[src/rtl/counter_unit.sv]
`default_nettype none
// ============================================================================
// Module      : counter_unit
// Description : Parameterised synchronous up/down binary counter with
//               enable, synchronous clear and parallel load. Provides a
//               registered count, a registered one-cycle wrap pulse and a
//               combinational limit flag. Single clock domain.
// Config      : COUNTER_UNIT_SATURATE_EN
//                 defined   - an enabled step at the limit holds the count
//                             and wrap is tied low.
//                 undefined - modulo wrap-around; wrap pulses on wrap.
// Revision    : 1.0 - initial release
// ============================================================================
module counter_unit #(
  parameter int                 WIDTH     = 8,
  parameter logic [WIDTH-1:0]   RESET_VAL = '0
) (
  input  logic             clk,
  input  logic             rst,
  input  logic             enable,
  input  logic             up_dn,
  input  logic             clr,
  input  logic             load,
  input  logic [WIDTH-1:0] load_val,
  output logic [WIDTH-1:0] count,
  output logic             wrap,
  output logic             at_limit
);

  // --------------------------------------------------------------------------
  // Constants
  // --------------------------------------------------------------------------
  localparam logic [WIDTH-1:0] C_MAX  = '1;
  localparam logic [WIDTH-1:0] C_ZERO = '0;
  localparam logic [WIDTH-1:0] C_ONE  = {{(WIDTH-1){1'b0}}, 1'b1};

  // --------------------------------------------------------------------------
  // State
  // --------------------------------------------------------------------------
  logic [WIDTH-1:0] count_q;
  logic [WIDTH-1:0] count_d;
  logic             wrap_q;
  logic             wrap_d;

  // --------------------------------------------------------------------------
  // Limit detection
  // --------------------------------------------------------------------------
  logic             w_at_max;
  logic             w_at_zero;
  logic             w_at_limit;
  logic [WIDTH-1:0] w_step;

  assign w_at_max   = (count_q == C_MAX);
  assign w_at_zero  = (count_q == C_ZERO);
  // The limit is direction-relative: the next enabled step would wrap.
  assign w_at_limit = up_dn ? w_at_max : w_at_zero;
  // Unsigned modulo step in the currently sampled direction.
  assign w_step     = up_dn ? (count_q + C_ONE) : (count_q - C_ONE);

  // Next-state selection: clr > load > enable > hold (rst handled in the flop).
  always_comb begin
    count_d = count_q;
    wrap_d  = 1'b0;
    if (clr) begin
      count_d = C_ZERO;
    end else if (load) begin
      count_d = load_val;
    end else if (enable) begin
`ifdef COUNTER_UNIT_SATURATE_EN
      // Saturating build: refuse to step past the limit, never pulse wrap.
      if (!w_at_limit) begin
        count_d = w_step;
      end
`else
      // Modulo build: always step; a step taken from the limit is a wrap.
      count_d = w_step;
      wrap_d  = w_at_limit;
`endif
    end
  end

  // Register count and wrap; synchronous reset overrides all other controls.
  always_ff @(posedge clk) begin
    if (rst) begin
      count_q <= RESET_VAL;
      wrap_q  <= 1'b0;
    end else begin
      count_q <= count_d;
      wrap_q  <= wrap_d;
    end
  end

  // --------------------------------------------------------------------------
  // Outputs
  // --------------------------------------------------------------------------
  assign count    = count_q;
  assign wrap     = wrap_q;
  assign at_limit = w_at_limit;

endmodule
`default_nettype wire

[config.mk]
export PLATFORM = sky130hd
export DESIGN_NAME = counter_unit
export DESIGN_NICKNAME = d
export VERILOG_FILES = /design/src/rtl/counter_unit.sv
export SDC_FILE = /design/constraint.sdc
export NUM_CORES = 1
export LEC_CHECK = 0
export BUFFER_PORTS_ARGS = -buffer_cell sky130_fd_sc_hd__buf_2
export CAP_MARGIN = 0
export CORE_MARGIN = 1.5
export CORE_UTILIZATION = 40
export CTS_CLUSTER_DIAMETER = 200
export CTS_CLUSTER_SIZE = 30
export DETAILED_ROUTE_END_ITERATION = 7
export PLACE_DENSITY_LB_ADDON = 0.25
export SETUP_SLACK_MARGIN = 0.5
export SLEW_MARGIN = 30
export SYNTH_ARGS = -nofsm -noshare
export SYNTH_HDL_FRONTEND = slang
export SYNTH_SLANG_ARGS = --single-unit
[constraint.sdc]
create_clock -name clk -period 1.8 [get_ports clk]
set_clock_uncertainty 0.15 [all_clocks]
set_input_delay 0.18 -clock clk [delete_from_list [all_inputs] [get_ports clk]]
set_output_delay 0.18 -clock clk [all_outputs]
set_load 0.01 [all_outputs]
## Word-level counts from Yosys, hierarchy flattened

Index checks and enable logic that the tools add are counted.

| word-level totals | value |
|---|---|
| input bits | 14 |
| output and inout bits | 10 |
| bits in registers | 9 |

| operators by class | value |
|---|---|
| mux-type cells | 4 |
| reductions and logical operators | 4 |
| add/subtract/negate cells | 2 |
| equality and inequality tests | 1 |
| bitwise operators | 1 |

Operators by type and width:

| kind | number |
|---|---|
| 2-to-1 mux 8 bit | 3 |
| adder 8 x 1 -> 8 bit (second input constant) | 1 |
| equality test 8 bit (second input constant) | 1 |
| zero test 8 bit | 1 |
| subtractor 8 x 1 -> 8 bit (second input constant) | 1 |
| OR reduction 4 bit | 1 |
| nonzero test 2 bit | 1 |
| OR reduction 2 bit | 1 |
| 2-to-1 mux 1 bit | 1 |
| NOT 1 bit | 1 |

## Longest topological paths before layout

| depth | value |
|---|---|
| depth after elaboration | 4 |
| mapped depth | 6 |
| depth with buffers taken out | 6 |

## Worst setup path before layout

OpenSTA, ideal clock, no wires.

| timing path | value |
|---|---|
| path type | flip-flop to flip-flop |
| from | reg count_q[0], in the netlist count[0] |
| to | reg count_q[6], in the netlist count[6] |
| clock period less this slack | 1.720 ns |
| arrival time | 1.452 ns |
| cell stages (with the launch flop) | 6 |
| setup slack | 0.080 ns |
| cells stage by stage | dfxtp_1 -> fa_1 -> a21oi_1 -> o211ai_2 -> mux2i_1 -> o221a_1 |

| between the ends | value |
|---|---|
| longest elaborated chain between the ends | 4 |

RTL lines:

| item | RTL line | source |
|---|---|---|
| start: declaration | 40 | `logic [WIDTH-1:0] count_q;` |
| start signal: assignment | 88 | `count_q <= count_d;` |
| subtractor 8 x 1 -> 8 bit / adder 8 x 1 -> 8 bit (equally long branches) | 58 | `assign w_step = up_dn ? (count_q + C_ONE) : (count_q - C_ONE);` |
| 2-to-1 mux 8 bit * | 58 |  |
| 2-to-1 mux 8 bit * | 68 | `end else if (enable) begin` |
| 2-to-1 mux 8 bit * | 66 | `end else if (load) begin` |

Every way passes the cells marked *; elsewhere a longest branch is shown, timed or not. The select of a mux whose other input is x is not followed.
A chain may end at the register's enable or synchronous reset.

## Worst setup path after layout

| timing path | value |
|---|---|
| from | reg count_q[2], in the netlist count[2] |
| to | reg count_q[7], in the netlist count[7] |

Same word-level chain as after synthesis.

==> impl_metrics.env <==
export IMPL_synth_flop_cell="dfxtp_1"
export IMPL_cp_arrival_ns=1.70
export IMPL_yosysSeqAreaShare_pct=23.57
export IMPL_layout_commonest_cell="buf_2"
export IMPL_root_buffer="clkbuf_4"
export IMPL_clk_pin_slew_ns=0.07
export IMPL_die_w_um=46.72
export IMPL_synth_enable_flop_cells=0
export IMPL_grt_max_degree=16
export IMPL_synth_cells=97
export IMPL_crit_required_ns=1.84
export IMPL_yosys_warnings=0
export IMPL_drt_pass1_iter_count=4
export IMPL_io_pins=24
export IMPL_synthArstFlopShare_pct=0
export IMPL_wire_per_inst_um=14.42
export IMPL_grt_setup_unrepaired="yes"
export IMPL_cp_max_fo=5
export IMPL_syn_num_nets=118
export IMPL_crit_chain="ha_4 > a21oi_4 > a211oi_2 > or3_1 > o211ai_2"
export IMPL_ys_types=37
export IMPL_end_kind="flop"
export IMPL_finalCritPeriodShare_pct=91.75
export IMPL_pwr_density_cell_nw_per_um2=513.9
export IMPL_min_path_type="input pin to flop"
export IMPL_status="finished clean"
export IMPL_ir_drop_mv=0.3388
export IMPL_start_kind="flop"
export IMPL_cp_startpoint="count[2]$_SDFFE_PP0P_"
export IMPL_core_area_um2=1764
export IMPL_grt_pass1_wl_mm=3.539
export IMPL_maxCapViolations=0
export IMPL_leakagePower_nw=0.5013
export IMPL_slowest_delay_ns=0.38
export IMPL_final_cell_mix="23 x buf_2, 10 x a21oi_1, 10 x buf_4, 7 x nand2_1, 7 x nor2_1"
export IMPL_setup_viol=0
export IMPL_ant_nets=0
export IMPL_diodes=0
export IMPL_total_power_mw=0.6173
export IMPL_finalHoldViolCount=0
export IMPL_die_area_um2=2182
export IMPL_timing_max_slew_rel_slack_pct=79.58
export IMPL_synth_area_leaders="dfxtp_1 24%, ha_1 9.8%, a21oi_1 7.9%"
export IMPL_worstMarginPinSlew_ns=0.3064
export IMPL_vias=864
export IMPL_fin_nets=157
export IMPL_fp_dieH_um=46.72
export IMPL_routabilityCongestion=0.8322
export IMPL_worst_path_max_delay_cell="or3_1"
export IMPL_avgSynthCellArea_um2=7.881
export IMPL_fin_ws_ns=0.1485
export IMPL_yosysTopAreaCell="dfxtp_1"
export IMPL_vias_per_cell=5.400
export IMPL_drc=0
export IMPL_criticalPathCategory="flop to flop"
export IMPL_cts_tree="done"
export IMPL_drtIter0Drc=12
export IMPL_maxSlewViolCount=0
export IMPL_clkSinkCount=9
export IMPL_initial_core_util_pct=43.33
export IMPL_synth_seq_cells=9
export IMPL_port_buffers=23
export IMPL_drive_above_1_share_pct=49.63
export IMPL_antenna_found_initial=0
export IMPL_routed_wl_mm=2.307
export IMPL_dpl_worst_slack_ns=-0.07908
export IMPL_grt_pass1_vias=769
export IMPL_htreeDepth=1
export IMPL_syn_area_um2=764.5
export IMPL_synth_top_area_share_pct=23.57
export IMPL_clock_latency_ns=0.26
export IMPL_grt_use_total_pct=22.97
export IMPL_grt_overflow_total=0
export IMPL_dp_cells=150
export IMPL_dp_hpwl_mm=1.669
export IMPL_layout_min_cycle_time_ns=1.652
export IMPL_r2r_start="count[2]$_SDFFE_PP0P_"
export IMPL_fmax_ghz=0.6055
export IMPL_clockBufferDepth=2
export IMPL_rows=15
export IMPL_worstHoldStart="load_val[5]"
export IMPL_nFillCells=165
export IMPL_final_cells=160
export IMPL_cts_buffers=3
export IMPL_area_delta_synth_final_pct=57.12
[report_power, final]
group,leakage (nW),internal (mW),switching (mW)
logic,0.408,0.116,0.111
clock network,0.0150,0.0856,0.0814
registers,0.0784,0.206,0.0174
[cell usage after synthesis (all sizes together), types with 2 or more instances]
cell type  count
nand2b         2
o211ai         2
and3           4
nand3          5
nand3b         2
nor3           3
nand2          7
a21oi         13
nor2           7
o21ai          5
dfxtp          9
buf            2
a211oi         3
inv            5
ha             6
xnor2          2
nand4          2
mux2i          3
[flip-flops by register name, summed over array words and instances (netlist names)]
signal and flops:
count 8, wrap 1
[worst max-delay path: cells and delay by family, from the launching register on]
kind,cells,cell delay (ns)
adder cells (fa/ha/maj),1,0.28
flip-flops,1,0.37
AO/OA/AOI/OAI,3,0.40
AND/OR/NAND/NOR,1,0.38
[cells by family (layout without fill, tap and decap cells)]
group                    after synthesis  in the layout  share of synthesized area (%)
buffers and inverters                  8             46                          4.255
XOR/XNOR                               3              3                          3.438
adder cells (fa/ha/maj)                7              7                          12.44
AO/OA/AOI/OAI                         30             30                          26.35
multiplexers                           3              3                          3.928
flip-flops                             9              9                          23.57
AND/OR/NAND/NOR                       37             37                          26.03
[final timing paths]
check | to | slack, ns | cells past startpoint
worst max-delay path | count[7]$_SDFFE_PP0P_ | 0.15 | 5
worst min-delay path | count[5]$_SDFFE_PP0P_ | 0.02 | 3
worst max register to register | count[7]$_SDFFE_PP0P_ | 0.15 | 5
worst min register to register | count[3]$_SDFFE_PP0P_ | 0.44 | 2
[what timing repair did]
action / 4_1_cts / 5_1_grt
pin swaps: 3 / 4
buffers inserted: 2 / 1
gates resized for setup: 8 / 13
endpoints found under the setup margin: 8 / 9
hold buffers: 3 / 0
hold endpoints to repair: 3 / 0
[per-stage QoR]
step	hold slack, ns	utilization (%)	cell area [um^2]	TNS (ns)
2_1_floorplan	0.1634	-	828.3	0
3_3_place_gp	0.2597	57.87	1021	-0.07531
3_5_place_dp	0.2708	57.87	1021	-0.1727
4_1_cts	0.001715	64.54	1139	0
5_1_grt	0.04021	68.09	1201	0
6_report	0.02191	68.09	1201	0
[per-layer routing]
metal	global-route usage (%)	wire [um]	vias up
li1	-	-	440
met1	28.70	1053	404
met2	38.89	1169	16
met3	4.314	60	4
met4	8.889	23	0
met5	0	0	-
[area by class of cell]
type,instances,area (um^2),area share [%]
multi-input combinational,80,686.9,57.19
sequential,9,202.7,16.87
tap,25,31.28,2.604
timing repair buffer,37,231.5,19.27
clock buffer,4,26.28,2.188
inverter,5,22.52,1.875
Power figures use the tool's default switching activity.
